==> src/rtl/mul_pkg.sv <==
// Shared widths, request op encodings and controller state encodings for the
// iterative multiplier front end.
package mul_pkg;

  localparam int unsigned XLEN = 64;
  localparam int unsigned MW   = XLEN + 2;

  typedef enum logic [1:0] {
    OP_MUL    = 2'b00,
    OP_MULH   = 2'b01,
    OP_MULHSU = 2'b10,
    OP_MULHU  = 2'b11
  } op_e;

  typedef enum logic [1:0] {
    IDLE  = 2'b00,
    WAIT  = 2'b01,
    RESP  = 2'b10,
    DRAIN = 2'b11
  } state_e;

endpackage

==> src/rtl/mul_operand_ext.sv <==
// Decodes the op into per-operand signedness and widens both operands to the
// multiplier width (sign copy when signed, zero fill otherwise).
module mul_operand_ext #(
  parameter int unsigned XLEN = mul_pkg::XLEN,
  parameter int unsigned MW   = mul_pkg::MW
) (
  input  logic [1:0]      i_op,
  input  logic [XLEN-1:0] i_a,
  input  logic [XLEN-1:0] i_b,
  output logic            o_sa,
  output logic            o_sb,
  output logic [MW-1:0]   o_x,
  output logic [MW-1:0]   o_y
);
  import mul_pkg::*;

  always_comb begin
    o_sa = 1'b0;
    o_sb = 1'b0;
    case (op_e'(i_op))
      OP_MUL, OP_MULH: begin
        o_sa = 1'b1;
        o_sb = 1'b1;
      end
      OP_MULHSU: begin
        o_sa = 1'b1;
        o_sb = 1'b0;
      end
      default: begin
        o_sa = 1'b0;
        o_sb = 1'b0;
      end
    endcase
  end

  assign o_x = {{(MW-XLEN){o_sa & i_a[XLEN-1]}}, i_a};
  assign o_y = {{(MW-XLEN){o_sb & i_b[XLEN-1]}}, i_b};

endmodule

==> src/rtl/mul_issue_ctrl.sv <==
// Front-end controller for the iterative Booth multiplier: request handshake,
// zero bypass, one-entry product cache, launch/wait, flush drain, response.
module mul_issue_ctrl #(
  parameter int unsigned XLEN = mul_pkg::XLEN,
  parameter int unsigned MW   = mul_pkg::MW
) (
  input  logic              clk,
  input  logic              rst_n,
  input  logic              flush,
  input  logic              in_valid,
  output logic              in_ready,
  input  logic [1:0]        in_op,
  input  logic [XLEN-1:0]   in_a,
  input  logic [XLEN-1:0]   in_b,
  output logic              out_valid,
  input  logic              out_ready,
  output logic [XLEN-1:0]   out_data,
  output logic              mul_start,
  output logic [MW-1:0]     mul_x,
  output logic [MW-1:0]     mul_y,
  input  logic              mul_done,
  input  logic [2*MW-1:0]   mul_result
);
  import mul_pkg::*;

  localparam int unsigned PW = 2 * XLEN;

  state_e          r_state, w_state_nxt;
  logic [1:0]      r_mask;
  logic [1:0]      r_op;
  logic            r_sa, r_sb;
  logic [MW-1:0]   r_x, r_y;
  logic            r_start;
  logic [XLEN-1:0] r_out, w_out_nxt;

  logic            r_c_valid;
  logic [XLEN-1:0] r_c_a, r_c_b;
  logic            r_c_sa, r_c_sb;
  logic [PW-1:0]   r_c_prod;

  logic            w_sa, w_sb;
  logic [MW-1:0]   w_x, w_y;
  logic            w_accept, w_zero, w_hit, w_launch, w_capture, w_mask_done;
  logic            w_unused_hi;

  function automatic logic [XLEN-1:0] sel_half(input logic [PW-1:0] p,
                                               input logic [1:0]    op);
    return (op == OP_MUL) ? p[XLEN-1:0] : p[PW-1:XLEN];
  endfunction

  mul_operand_ext #(
    .XLEN (XLEN),
    .MW   (MW)
  ) u_ext (
    .i_op (in_op),
    .i_a  (in_a),
    .i_b  (in_b),
    .o_sa (w_sa),
    .o_sb (w_sb),
    .o_x  (w_x),
    .o_y  (w_y)
  );

  // Flush wins over a same-cycle request, so it gates acceptance.
  assign w_accept    = in_valid && in_ready && !flush;
  assign w_zero      = (in_a == '0) || (in_b == '0);
  assign w_hit       = r_c_valid && (in_a == r_c_a) && (in_b == r_c_b) &&
                       ((in_op == OP_MUL) || ((w_sa == r_c_sa) && (w_sb == r_c_sb)));
  assign w_mask_done = (r_mask == 2'd0);
  assign w_unused_hi = ^mul_result[2*MW-1:PW];

  always_comb begin
    w_state_nxt = r_state;
    w_out_nxt   = r_out;
    w_launch    = 1'b0;
    w_capture   = 1'b0;
    case (r_state)
      IDLE: begin
        if (w_accept) begin
          if (w_zero) begin
            w_out_nxt   = '0;
            w_state_nxt = RESP;
          end else if (w_hit) begin
            w_out_nxt   = sel_half(r_c_prod, in_op);
            w_state_nxt = RESP;
          end else begin
            w_launch    = 1'b1;
            w_state_nxt = WAIT;
          end
        end
      end
      WAIT: begin
        if (flush) begin
          w_state_nxt = DRAIN;
        end else if (w_mask_done && mul_done) begin
          w_capture   = 1'b1;
          w_out_nxt   = sel_half(mul_result[PW-1:0], r_op);
          w_state_nxt = RESP;
        end
      end
      RESP: begin
        if (flush || out_ready) w_state_nxt = IDLE;
      end
      DRAIN: begin
        if (w_mask_done && mul_done) w_state_nxt = IDLE;
      end
      default: w_state_nxt = IDLE;
    endcase
  end

  always_ff @(posedge clk or negedge rst_n) begin
    if (!rst_n) begin
      r_state   <= IDLE;
      r_mask    <= '0;
      r_op      <= '0;
      r_sa      <= 1'b0;
      r_sb      <= 1'b0;
      r_x       <= '0;
      r_y       <= '0;
      r_start   <= 1'b0;
      r_out     <= '0;
      r_c_valid <= 1'b0;
      r_c_a     <= '0;
      r_c_b     <= '0;
      r_c_sa    <= 1'b0;
      r_c_sb    <= 1'b0;
      r_c_prod  <= '0;
    end else begin
      r_state <= w_state_nxt;
      r_out   <= w_out_nxt;
      r_start <= w_launch;
      // Mask counts the start cycle and the one after; it keeps running into DRAIN.
      if (w_launch) begin
        r_x    <= w_x;
        r_y    <= w_y;
        r_op   <= in_op;
        r_sa   <= w_sa;
        r_sb   <= w_sb;
        r_mask <= 2'd2;
      end else if (!w_mask_done) begin
        r_mask <= r_mask - 2'd1;
      end
      if (w_capture) begin
        r_c_valid <= 1'b1;
        r_c_a     <= r_x[XLEN-1:0];
        r_c_b     <= r_y[XLEN-1:0];
        r_c_sa    <= r_sa;
        r_c_sb    <= r_sb;
        r_c_prod  <= mul_result[PW-1:0];
      end
    end
  end

  assign in_ready  = (r_state == IDLE);
  assign out_valid = (r_state == RESP);
  assign out_data  = r_out;
  assign mul_start = r_start;
  assign mul_x     = r_x;
  assign mul_y     = r_y;

endmodule
==> config.mk <==
export PLATFORM = sky130hd
export DESIGN_NAME = mul_issue_ctrl
export DESIGN_NICKNAME = d
export VERILOG_FILES = /design/src/rtl/mul_pkg.sv /design/src/rtl/mul_operand_ext.sv /design/src/rtl/mul_issue_ctrl.sv
export SDC_FILE = /design/constraint.sdc
export NUM_CORES = 1
export LEC_CHECK = 0
export CAP_MARGIN = 5
export CORE_MARGIN = 2
export CORE_UTILIZATION = 25
export CTS_BUF_LIST = sky130_fd_sc_hd__clkbuf_8
export DETAILED_ROUTE_END_ITERATION = 12
export SLEW_MARGIN = 10
export SYNTH_ARGS = -nofsm -noshare
export SYNTH_HDL_FRONTEND = slang
export SYNTH_SLANG_ARGS = --single-unit
==> constraint.sdc <==
create_clock -name clk -period 8.45 [get_ports clk]
set_clock_uncertainty 0.2 [all_clocks]
set_input_delay 1.2675 -clock clk [delete_from_list [all_inputs] [get_ports clk]]
set_output_delay 1.2675 -clock clk [all_outputs]
set_load 0.02 [all_outputs]
# Yosys cells after proc, flatten, opt, wreduce, memory -nomap -nowiden
# Cells that the tools add are included.
# totals
ff_bits,462
latch_bits,0
mem_bits_rw,0
romBits,0
in_bits,268
n_memories,0
# classes
add_sub_neg,1
n_mul,0
div,0
n_lt_le_gt_ge,0
n_eq_ne,17
shift,0
n_mux,27
n_bitwise,2
n_reduce_logical,22
# op_table
operator,n
$mux W64,7
$eq A64 B64 Y1,2
$logic_not A64 Y1,2
$pmux W64 S2,1
$mux W2,9
$mux W1,9
$logic_not A2 Y1,4
$ne A2 B2 Y1 const B,4
$pmux W2 S4,1
$logic_and A1 B1 Y1,7
$eq A2 B2 Y1 const B,3
$reduce_and A5 Y1,1
$eq A2 B1 Y1 const B,2
$ne A2 B1 Y1 const B,2
$reduce_and A4 Y1,1
$logic_or A1 B1 Y1,3
$ne A3 B1 Y1 const B,1
$ne A3 B3 Y1 const B,1
$reduce_or A3 Y1,1
$and A1 B1 Y1,2
$eq A1 B1 Y1,2
$reduce_bool A2 Y1,1
$reduce_or A2 Y1,1
$sub A2 B1 Y2 const B,1
$logic_not A1 Y1,1

# Depth between registers and ports, before layout
# logic_depth
ltp_word,12
mapped_depth,10
ltp_nobuf,7

# Hierarchy
# A second synthesis with hierarchy kept.
# unflattened
hier_cells,1641
area_unflattened_um2,21959.8
# by_module_without_submodules
module,instances,cells_each,area_per_inst_um2,seq_area_each_um2
mul_issue_ctrl,1,1507,20958.9,11611.1
mul_operand_ext,1,134,1001.0,0.0

# Least setup slack after synthesis
# No wires, ideal clock.
# synth_timing
path_type,input-to-reg
start,input port in_b[49]
end,"register r_out[10], in the netlist out_data[10]"
setup_ns,0.125
arrival_time_ns,3.546
required_time_ns,8.125
setup_slack_ns,4.579
path_stages,8
path_cell_list,nor2b_1 -> a2111o_1 -> or4_1 -> nor4_1 -> nand4_1 -> a21oi_2 -> buf_4 -> mux2_2
# synth_via
elab_chain_len,5
word_cells_on_any_way,10
cone_classes,2 x eq/ne; 3 x mux; 5 x reduce/logical
# synth_rtl
element,line_no,text
start: declaration,mul_issue_ctrl.sv:14,"input logic [XLEN-1:0] in_b,"
$eq A64 B64 Y1 / $logic_not A64 Y1 (equally long branches),"mul_issue_ctrl.sv:67, mul_issue_ctrl.sv:66",
$logic_and A1 B1 Y1 / $logic_or A1 B1 Y1 (equally long branches),"mul_issue_ctrl.sv:67, mul_issue_ctrl.sv:66",
$logic_and A1 B1 Y1 / $mux W64 (equally long branches),"mul_issue_ctrl.sv:67, mul_issue_ctrl.sv:80",
$ne A3 B1 Y1 (no source line) / $mux W64 (equally long branches),n/a,
$reduce_and A5 Y1 (no source line) / $pmux W64 S2 (equally long branches),n/a,
end signal: assignment,mul_issue_ctrl.sv:130,r_out <= w_out_nxt;
end: declaration,mul_issue_ctrl.sv:34,"logic [XLEN-1:0] r_out, w_out_nxt;"
# Several ways; a longest one is shown, not always the timed one. The select of a mux whose other input is x is not followed.
# A chain may end at the register's enable or synchronous reset.

# Worst setup path in the final report
# layout_timing
start,input port in_b[11]
end,"register r_out[27], in the netlist out_data[27]"
# The elaborated chain is that of the path after synthesis.

==> impl_results.md <==
- Outcome: complete, no violations
- Worst relative slew slack: 0.288
- WL/cell: between 20 and 25 um
- Maximum clock rate: between 150 and 200 MHz
- NumNets Final: 2269
- Hold bufs inserted after CTS: 0
- Clock Root Buffer: sky130_fd_sc_hd__clkbuf_8
- Min Hold Slack: 0.287 ns
- Net count of the mapped netlist: 1779
- Proportion of synthesized chip area in sequential cells: 0.556
- Kind of start point of the critical path: input pin
- # DRC: 0
- Initial antenna violation count: 12
- Final total negative setup slack: 0 ns
- Worst path cell trace: clkdlybuf4s50_1, nor2b_1, a2111oi_0, nand3_1, nor4_1, nand4_1, a21oi_4, buf_4, mux2_2
- Slew Viols, Final: 0
- Simple-Gate Fraction of Synth Area: 0.0463
- Xor/xnor share of the synthesized area: 0.0358
- Total instance count after detailed placement: between 2000 and 3000
- Final Cycle Share: 0.655
- Maximum level of the CTS H-tree: 3
- Setup repair after global routing missed its margin: no
- Adder and majority gate portion of the synthesized area: 0.000602
- Average cell area after synthesis: roughly 14 um^2
- Cells on worst reg2reg path: 8
- Clock latency on the worst-skew pair: between 0.7 and 0.8 ns
- Path class of the lowest-slack min-delay path: reg -> reg
- Signal arrival time at the worst endpoint: approximately 5.9 ns
- Maximum root-to-sink buffer count: 3
- Wire length of the first global-routing pass: approximately 110000 um
- Grt total ovfl: 0
- Die extent in y: just under 300 um
- Initial core utilization: 0.253
- Leakage power total: between 10 and 15 nW
- Worst hold path depth: 1
- Count of clock tree sinks: between 400 and 500
- Filler-free cell count of the finished design: 3141
- Type of the setup path with the least slack: in -> reg
- Synth warnings: 0
- Count of maximum capacitance violations: 0
- Final period demand of the worst path: about 5.5 ns
- Top-Level Pins: 467
- Cell with the largest stage delay on the worst path: sky130_fd_sc_hd__clkdlybuf4s50_1
- Resized cells post-CTS: 0
- Initial DRC count: 728
- Die outline area: 85500 um^2
- Core area: between 80000 and 90000 um^2
- Buffers inserted by post-CTS timing repair: 0
- Drt total wl: 73500 um
- Total routing resource utilization after global routing: 0.169
- TritonCTS buffer count: 86
- Clock input transition at the sequential cells of the worst setup and hold paths: approximately 0.05 ns
- I/O Buffers: between 400 and 500
- Width of the chip: a little under 300 um
- Via count of the first global-routing pass: around 16000
- Row cnt: roughly 110
- Ratio of cells with drive above 1 in the final layout: 0.285
- Largest incremental delay on the critical path: ~0.73 ns
- Yosys cell types: 36
- Cell area power density: 365 nW/um^2
- 1st-pass router iterations: 6
- Vias: between 10000 and 15000
- Vias per cell: between 4 and 5
- Critical path required time: approximately 9 ns
- Dominant combinational cell family by area after synthesis: multiplexers
- FF-to-FF setup slack: ~3.8 ns
- Portion of netlist area occupied by mux cells: 0.303
- Slew @ Worst Pin: ~1.1 ns
- Maximum number of pins on one net before global-route repair: roughly 160
- Number of cells produced by synthesis: 1510
- Flops & latches, synth: 462
- Detailed Place HPWL: roughly 53000 um
- Layout overhead on the synthesized area: 36.7%
- Post-placement worst setup slack: 2.02 ns
- Final count of hold timing violations: 0
- Peak ir drop on the vdd network: 0.000177 V
- Critical Path Fanout Max: 50
- Antenna Nets Post-Route: 0
- Worst-case setup margin in the final layout: between 2 and 3 ns
- Share of the synthesized area in compound gates (AO/OA/AOI/OAI): 0.0361
- Final weighted congestion of routability-driven global placement: about 0.89
- Number of endpoints failing setup at the final stage: 0
- Post-Syn Area: approximately 21000 um^2
- TritonCTS clock tree: done
- Category of the worst setup path capture point: flop
-- cells by family after synthesis --
family,Yosys count
adder cells (fa/ha/maj),1
XOR/XNOR,85
flip-flops,462
AND/OR/NAND/NOR,165
buffers and inverters,109
multiplexers,575
AO/OA/AOI/OAI,113
-- layout make-up --
type | count | area [um^2]
Antenna cell | 8 | 20.0
Clock buffer | 104 | 1430
Clock inverter | 47 | 338
Fill cell | 8037 | 53800
Inverter | 30 | 113
Multi-Input combinational cell | 939 | 8830
Sequential cell | 462 | 11600
Tap cell | 1070 | 1340
Timing Repair Buffer | 481 | 4810
-- through the flow --
stage | util | area, um^2 | power, mW
6_report | 0.346 | 28400 | 10.4
5_1_grt | 0.346 | 28400 | 11.0
4_1_cts | 0.346 | 28400 | 10.5
3_5_place_dp | 0.324 | 26600 | 8.22
3_3_place_gp | 0.324 | 26600 | 8.07
2_1_floorplan | - | 20800 | 6.16
-- cells in the final DEF, fill, tap and decap left out, drive strengths merged, types with 5 or more instances in the layout --
cell type / count
clkdlybuf4s50: 461
clkbuf: 104
o21ai: 12
nand2: 20
nand4: 17
nor4: 56
xor2: 76
inv: 67
o22ai: 73
a2111oi: 13
nor2b: 47
xnor2: 9
mux2: 444
buf: 20
nand2b: 6
nor2: 7
clkinv: 5
diode: 8
dfrtp: 462
mux2i: 131
-- registers in the layout (all words and copies together), names as in the netlist, 2 cells and up --
signal and count:
r_c_a 64, r_state 2, r_c_prod 128, r_op 2, out_data 64, mul_x 65, r_c_b 64, r_mask 2
mul_y 65
-- cells in the mapped netlist --
| library cell | number | area, um^2 |
|---|---|---|
| sky130_fd_sc_hd__o31ai_1 | 1 | 7.51 |
| sky130_fd_sc_hd__mux2_2 | 441 | 4970 |
| sky130_fd_sc_hd__and2_1 | 1 | 6.26 |
| sky130_fd_sc_hd__dfrtp_1 | 462 | 11600 |
| sky130_fd_sc_hd__mux2i_1 | 131 | 1310 |
| sky130_fd_sc_hd__or3_1 | 1 | 6.26 |
| sky130_fd_sc_hd__clkbuf_1 | 56 | 210 |
| sky130_fd_sc_hd__a211oi_1 | 1 | 7.51 |
| sky130_fd_sc_hd__a21oi_1 | 3 | 15.0 |
| sky130_fd_sc_hd__a311oi_1 | 1 | 8.76 |
| sky130_fd_sc_hd__xnor2_1 | 9 | 78.8 |
| sky130_fd_sc_hd__nor4_1 | 56 | 350 |
| sky130_fd_sc_hd__nor3_1 | 1 | 5.00 |
| sky130_fd_sc_hd__nor2_1 | 7 | 26.3 |
| sky130_fd_sc_hd__nand2b_1 | 6 | 37.5 |
| sky130_fd_sc_hd__nand4_1 | 17 | 106 |
| sky130_fd_sc_hd__o22ai_1 | 73 | 457 |
| sky130_fd_sc_hd__buf_4 | 8 | 60.1 |
| sky130_fd_sc_hd__a31oi_1 | 1 | 6.26 |
| sky130_fd_sc_hd__a21oi_2 | 1 | 8.76 |
| sky130_fd_sc_hd__a2111oi_0 | 13 | 114 |
| sky130_fd_sc_hd__buf_2 | 15 | 75.1 |
| sky130_fd_sc_hd__ha_1 | 1 | 12.5 |
| sky130_fd_sc_hd__mux2_1 | 3 | 33.8 |
| sky130_fd_sc_hd__nor2b_1 | 47 | 294 |
| sky130_fd_sc_hd__a22o_1 | 2 | 17.5 |
| sky130_fd_sc_hd__inv_1 | 30 | 113 |
| sky130_fd_sc_hd__o2111ai_1 | 2 | 17.5 |
| sky130_fd_sc_hd__o2bb2ai_1 | 1 | 8.76 |
| sky130_fd_sc_hd__or4_1 | 4 | 30.0 |
| sky130_fd_sc_hd__o21ai_0 | 12 | 60.1 |
| sky130_fd_sc_hd__xor2_1 | 76 | 666 |
| sky130_fd_sc_hd__or2_2 | 1 | 6.26 |
| sky130_fd_sc_hd__nand2_1 | 20 | 75.1 |
| sky130_fd_sc_hd__a2111o_1 | 2 | 22.5 |
| sky130_fd_sc_hd__nand3_1 | 4 | 20.0 |
-- layer usage --
metal / track usage / share of wire / up-vias
met5: 0 / 0.00056 / -
met4: 0.0603 / 0.032 / 6
met3: 0.0546 / 0.084 / 139
met2: 0.276 / 0.47 / 537
met1: 0.207 / 0.41 / 7588
li1: - / - / 6527
-- where the power goes --
part / switching, mW / internal [mW] / total (mW)
Clock: 1.00 / 1.22 / 2.22
Combinational: 2.13 / 2.14 / 4.27
Sequential: 0.667 / 3.23 / 3.90
-- worst paths after layout --
path,startpoint,to
worst max-delay path,in_b[11],out_data[27]$_DFFE_PN0P_
worst min-delay path,out_data[40]$_DFFE_PN0P_,out_data[40]$_DFFE_PN0P_
worst max register to register,r_c_b[23]$_DFFE_PN0P_,out_data[27]$_DFFE_PN0P_
worst min register to register,out_data[40]$_DFFE_PN0P_,out_data[40]$_DFFE_PN0P_
max in group asynchronous,rst_n,r_c_prod[121]$_DFFE_PN0P_
min in group asynchronous,rst_n,r_c_prod[29]$_DFFE_PN0P_
-- critical path: cells and delay by family --
kind            cells  cell delay [ns]
simple gates        4             1.23
mux                 1             0.42
compound gates      2             1.38
buf+inv             2             1.45
Power figures use the tool's default switching activity.
